File: src/rtl/meta_write_pkg.sv
// Shared types and constants for the metadata-array write scheduler.
// Payload layout and coherence-state encoding used by all requesters.
package meta_write_pkg;

  localparam int DEF_N_REQ = 8;
  localparam int IDX_W     = 6;
  localparam int N_WAYS    = 8;
  localparam int TAG_W     = 20;

  localparam logic [1:0] COH_NOTHING = 2'd0;
  localparam logic [1:0] COH_BRANCH  = 2'd1;
  localparam logic [1:0] COH_TRUNK   = 2'd2;
  localparam logic [1:0] COH_DIRTY   = 2'd3;

  typedef struct packed {
    logic [IDX_W-1:0]  idx;
    logic [N_WAYS-1:0] way_en;
    logic [1:0]        coh_state;
    logic [TAG_W-1:0]  tag;
  } meta_write_req_t;

  function automatic logic way_ok(
    input logic [N_WAYS-1:0] way_en
  );
    return $countones(way_en) == 1;
  endfunction

endpackage

File: src/rtl/meta_write_rr_scheduler_rr_pick.sv
// Combinational circular priority picker starting at ptr.
// Lowest set bit of {valid, valid-at-or-above-ptr} gives the grant.
module rr_pick #(
  parameter  int N  = 8,
  localparam int LW = $clog2(N)
) (
  input  logic [N-1:0]  valid,
  input  logic [LW-1:0] ptr,
  output logic [N-1:0]  grant,
  output logic [LW-1:0] idx,
  output logic          any
);

  logic [N-1:0]   upper;
  logic [2*N-1:0] dbl;

  always_comb begin
    upper = valid & ~((N'(1) << ptr) - N'(1));
    dbl   = {valid, upper};
    any   = |valid;
    idx   = '0;
    // descending scan so the lowest set bit wins; upper half folds mod N
    for (int i = 2*N-1; i >= 0; i--) begin
      if (dbl[i]) idx = LW'(i);
    end
    grant = any ? (N'(1) << idx) : '0;
  end

endmodule

File: src/rtl/meta_write_rr_scheduler.sv
// Round-robin arbiter for the metadata-array write port with a
// one-entry registered output stage and a sticky bad-way-mask flag.
module meta_write_rr_scheduler
  import meta_write_pkg::*;
#(
  parameter  int N_REQ = DEF_N_REQ,
  localparam int SW    = $clog2(N_REQ)
) (
  input  logic            clock,
  input  logic            reset,
  input  logic [N_REQ-1:0] io_in_valid,
  output logic [N_REQ-1:0] io_in_ready,
  input  meta_write_req_t io_in_bits [N_REQ],
  output logic            io_out_valid,
  input  logic            io_out_ready,
  output meta_write_req_t io_out_bits,
  output logic [SW-1:0]   io_out_src,
  output logic            io_err_way
);

  logic [SW-1:0]    ptr;
  logic [N_REQ-1:0] grant;
  logic [SW-1:0]    gidx;
  logic             any;
  logic             can_load;
  logic             fire;

  rr_pick #(
    .N(N_REQ)
  ) u_pick (
    .valid(io_in_valid),
    .ptr  (ptr),
    .grant(grant),
    .idx  (gidx),
    .any  (any)
  );

  assign can_load = !io_out_valid || io_out_ready;
  // ready is held low while reset is asserted, not just after it
  assign io_in_ready = (reset && can_load) ? grant : '0;
  assign fire = reset && can_load && any;

  always_ff @(posedge clock or negedge reset) begin
    if (!reset) begin
      io_out_valid <= 1'b0;
      io_out_bits  <= '0;
      io_out_src   <= '0;
      ptr          <= '0;
      io_err_way   <= 1'b0;
    end else if (fire) begin
      io_out_valid <= 1'b1;
      io_out_bits  <= io_in_bits[gidx];
      io_out_src   <= gidx;
      ptr          <= gidx + SW'(1);
      if (!way_ok(io_in_bits[gidx].way_en))
        io_err_way <= 1'b1;
    end else if (io_out_ready) begin
      io_out_valid <= 1'b0;
    end
  end

endmodule

File: config.mk
export PLATFORM = sky130hd
export DESIGN_NAME = meta_write_rr_scheduler
export DESIGN_NICKNAME = d
export VERILOG_FILES = /design/src/rtl/meta_write_pkg.sv /design/src/rtl/meta_write_rr_scheduler_rr_pick.sv /design/src/rtl/meta_write_rr_scheduler.sv
export SDC_FILE = /design/constraint.sdc
export NUM_CORES = 1
export LEC_CHECK = 0
export CAP_MARGIN = 40
export CORE_AREA = 2 2 136 138
export CTS_BUF_LIST = sky130_fd_sc_hd__clkbuf_4 sky130_fd_sc_hd__clkbuf_8
export DETAILED_ROUTE_END_ITERATION = 8
export DIE_AREA = 0 0 138 140
export GPL_TIMING_DRIVEN = 1
export PLACE_DENSITY = 0.63
export SLEW_MARGIN = 20
export SYNTH_ARGS = -nofsm -noshare
export SYNTH_HDL_FRONTEND = slang
export SYNTH_SLANG_ARGS = --single-unit
File: constraint.sdc
create_clock -name clock -period 6.7 [get_ports clock]
set_input_delay 0.67 -clock clock [delete_from_list [all_inputs] [get_ports clock]]
set_output_delay 0.67 -clock clock [all_outputs]
set_load 0.05 [all_outputs]
==> flow_results.xml <==
<?xml version="1.0" encoding="UTF-8"?>
<metrics>
  <group name="cts">
    <metric name="clock_latency" unit="ns">0.32</metric>
    <metric name="clock-root-buffer" unit="">clkbuf_8</metric>
    <metric name="clk_path_buf_depth" unit="">2</metric>
    <metric name="htree_levels" unit="">2</metric>
    <metric name="tritoncts.num_buffers" unit="">5</metric>
    <metric name="postCtsResizedCells" unit="">0</metric>
    <metric name="tritoncts_num_sinks" unit="">44</metric>
    <metric name="tritoncts" unit="">yes</metric>
    <metric name="clkTransAtPathRegs" unit="ns">0.10</metric>
    <metric name="cts_setup_buffers" unit="">0</metric>
    <metric name="ctsHoldBuffers" unit="">0</metric>
  </group>
  <group name="sta">
    <metric name="post-route-min-period" unit="ns">6.04</metric>
    <metric name="share_of_the_cycle_needed_by_the_critical_path_after_routing" unit="">0.902</metric>
    <metric name="tightestPinTransition" unit="ns">0.772</metric>
    <metric name="final-max-slew-violation-count" unit="">0</metric>
    <metric name="setup_viol_count_final" unit="">0</metric>
    <metric name="max_freq" unit="MHz">166</metric>
    <metric name="hold_viol_final" unit="">0</metric>
    <metric name="worst_slew_margin_relative_to_its_limit" unit="">0.485</metric>
    <metric name="holdWs" unit="ns">0.424</metric>
    <metric name="setup_total_negative_slack" unit="ns">0</metric>
    <metric name="fin_skew" unit="ns">0.00837</metric>
    <metric name="unrepaired_setup_endpoints_after_global_routing" unit="">false</metric>
  </group>
  <group name="detailed_routing">
    <metric name="drtIter0Drc" unit="">297</metric>
    <metric name="drc" unit="">0</metric>
    <metric name="viasPerCell" unit="">5.02</metric>
    <metric name="final_antenna_net_count" unit="">0</metric>
    <metric name="route.vias.total" unit="">5691</metric>
    <metric name="post_drt_wl_per_cell" unit="um">18.9</metric>
    <metric name="dr.pass1.iters" unit="">5</metric>
    <metric name="totalWireLength" unit="mm">21.4</metric>
  </group>
  <group name="place">
    <metric name="gp_congestion" unit="">0.846</metric>
    <metric name="dp.cells" unit="">1124</metric>
    <metric name="placed_cell_area" unit="sq mm">0.00820</metric>
    <metric name="dp_hpwl" unit="mm">16.6</metric>
    <metric name="place.port_buffers" unit="">347</metric>
  </group>
  <group name="setup_path">
    <metric name="setup.worst_path.start_class" unit="">input pin</metric>
    <metric name="worst_r2r_startpoint" unit="">ptr[1]$_DFFE_PN0P_</metric>
    <metric name="crit_path_end_kind" unit="">register</metric>
    <metric name="cp_slowest_cell" unit="">fa_1</metric>
    <metric name="r2r_end" unit="">io_err_way$_DFFE_PN0P_</metric>
    <metric name="ff2ff_setup_slack" unit="ns">1.15</metric>
    <metric name="critical_path.n_buffers_inverters" unit="">5</metric>
    <metric name="path_delay_family" unit="">adder cells</metric>
    <metric name="worstPathMaxFanout" unit="">20</metric>
    <metric name="worst_r2r_path_depth" unit="">20</metric>
    <metric name="cp_common_cell" unit="">fa_1</metric>
    <metric name="worst-endpoint-arrival" unit="ns">6.26</metric>
    <metric name="delay_of_the_slowest_cell_on_the_worst_path" unit="ns">0.55</metric>
    <metric name="worst_path_cell_chain" unit="">clkdlybuf4s50_1, or2_1, o21a_1, o311a_1, nor2_4, inv_2, nand2_1, a32o_1, nor2_1, fa_1, inv_1, fa_1, fa_1, inv_1, ha_1, inv_1, fa_1, a2111oi_0, a21oi_1, nand3b_1, a21o_1</metric>
    <metric name="critPathRequiredTime" unit="ns">6.92</metric>
    <metric name="timing_worst_setup_path_type" unit="">in -&gt; reg</metric>
  </group>
  <group name="layout">
    <metric name="antennaDiodeCount" unit="">0</metric>
    <metric name="drive_above_1_share" unit="">0.0464</metric>
    <metric name="stdcell_count" unit="">1134</metric>
    <metric name="nFillCells" unit="">1812</metric>
    <metric name="postLayoutCellArea" unit="sq mm">0.00832</metric>
    <metric name="area_delta_synth_final" unit="%">81.4</metric>
    <metric name="fin_nets" unit="">1216</metric>
  </group>
  <group name="die">
    <metric name="die_width" unit="um">138</metric>
    <metric name="die_area" unit="sq mm">0.0193</metric>
    <metric name="core_region_area" unit="sq mm">0.0178</metric>
    <metric name="initial_core_util" unit="">0.258</metric>
    <metric name="floorplan.rows" unit="">49</metric>
    <metric name="fp.dieH" unit="um">140</metric>
    <metric name="io_pins" unit="">348</metric>
  </group>
  <group name="synth">
    <metric name="yosys.area.top_type_share" unit="">0.240</metric>
    <metric name="syn_warnings" unit="">0</metric>
    <metric name="yosys.area.top_type" unit="">dfrtp_1</metric>
    <metric name="synth_flop_cell" unit="">dfrtp_1</metric>
    <metric name="synth.most_common_cell" unit="">nand2_1</metric>
    <metric name="post_synth.cell_area_avg" unit="sq um">7.83</metric>
    <metric name="synth.net_count" unit="">898</metric>
    <metric name="synth_edf_count" unit="">0</metric>
    <metric name="ys_ff_latch" unit="">44</metric>
    <metric name="synth.top_cells.by_count" unit="">178 x nand2_1, 64 x mux2i_1, 62 x a32o_1, 44 x dfrtp_1, 30 x o31ai_1</metric>
    <metric name="mappedNetlistArea" unit="sq mm">0.00459</metric>
    <metric name="post_synth_inst_count" unit="">586</metric>
    <metric name="postSynth.asyncResetShare" unit="">1.00</metric>
    <metric name="synth_sequential_area_ratio" unit="">0.240</metric>
    <metric name="netlist-cell-type-count" unit="">50</metric>
    <metric name="netlist_top_cells_area" unit="">dfrtp_1 24%, nand2_1 15%, mux2i_1 14%, a32o_1 14%, o31ai_1 4.9%</metric>
  </group>
  <group name="power_and_ir_drop">
    <metric name="p_leak" unit="nW">3.36</metric>
    <metric name="finalPower" unit="W">0.00371</metric>
    <metric name="peakVddDrop" unit="V">0.000234</metric>
    <metric name="power_density" unit="mW/mm^2">446</metric>
  </group>
  <group name="global_route">
    <metric name="first_global_vias" unit="">5622</metric>
    <metric name="grtUsageTotal" unit="">0.215</metric>
    <metric name="grt_first_pass_wirelength" unit="mm">32.9</metric>
    <metric name="grt_start_max_net_pins" unit="">79</metric>
    <metric name="antenna_found_initial" unit="">1</metric>
    <metric name="grt.overflow.total" unit="">0</metric>
  </group>
  <group name="outcome">
    <metric name="status" unit="">finished, final reports clean</metric>
  </group>
  <group name="min_path">
    <metric name="hold_class" unit="">in -&gt; async</metric>
  </group>
  <group name="job">
    <metric name="max_cap_viol_count" unit="">0</metric>
  </group>
</metrics>
-- metrics by stage --
| step | setup slack [ns] | util |
|---|---|---|
| after floorplan | 1.43 | - |
| after global placement | 0.398 | 0.461 |
| after detailed placement | 0.257 | 0.461 |
| after CTS | 0.646 | 0.466 |
| after global routing | 0.427 | 0.468 |
| final | 0.660 | 0.468 |
-- cell type report --
class,count,area [sq um],share of cell area
tap,229,287,0.0344
multi-input combinational,477,3180,0.382
timing repair buffer,365,3620,0.435
inverter,11,41.3,0.00496
sequential,44,1100,0.132
clock inverter,2,15.0,0.00180
clock buffer,6,82.6,0.00992
-- per-layer routing --
layer | vias up | part of all wire | global-route usage
met4 | 2 | 0.012 | 0.0430
li1 | 2795 | - | -
met5 | - | 0.00051 | 0
met2 | 250 | 0.50 | 0.379
met1 | 2624 | 0.41 | 0.269
met3 | 20 | 0.072 | 0.0523
-- flip-flops by register name, summed over array words and instances (netlist names) --
| register | cells |
|---|---|
| io_out_src | 3 |
| io_out_valid | 1 |
| ptr | 3 |
| io_out_bits | 36 |
| io_err_way | 1 |
-- worst max-delay path by stage --
stage | startpoint | endpoint | slack (ns) | cells after the start
finish | io_in_valid[5] | io_err_way$_DFFE_PN0P_ | 0.66 | 21
global route | io_in_valid[5] | io_err_way$_DFFE_PN0P_ | 0.43 | 20
CTS | io_in_valid[5] | io_err_way$_DFFE_PN0P_ | 0.65 | 21
detailed placement | io_in_valid[5] | io_err_way$_DFFE_PN0P_ | 0.26 | 21
global placement | io_in_valid[5] | io_err_way$_DFFE_PN0P_ | 0.40 | 21
floorplan | io_in_valid[5] | io_err_way$_DFFE_PN0P_ | 1.43 | 20
-- power breakdown --
group / switching, W / internal, W / total [W]
clock: 0.000110 / 0.0000838 / 0.000193
sequential: 0.0000843 / 0.000391 / 0.000475
combinational: 0.00181 / 0.00124 / 0.00305
-- kinds of logic after synthesis --
kind of cell	after synthesis	synth area share
simple gates	251	0.233
compound gates	147	0.268
mux	66	0.145
buf+inv	65	0.0728
flops	44	0.240
fa+ha+maj	13	0.0420
-- layout by cell type, fill, tap and decap left out, drive strengths merged, types with 5 or more instances in the layout --
cell,n
clkdlybuf4s50,346
nand2,178
mux2i,64
a32o,62
dfrtp,44
o31ai,31
o21ai,26
nand3,25
buf,19
nor2,16
nand4,13
inv,11
ha,9
clkbuf,6
nor2b,5
Power figures use the tool's default switching activity.
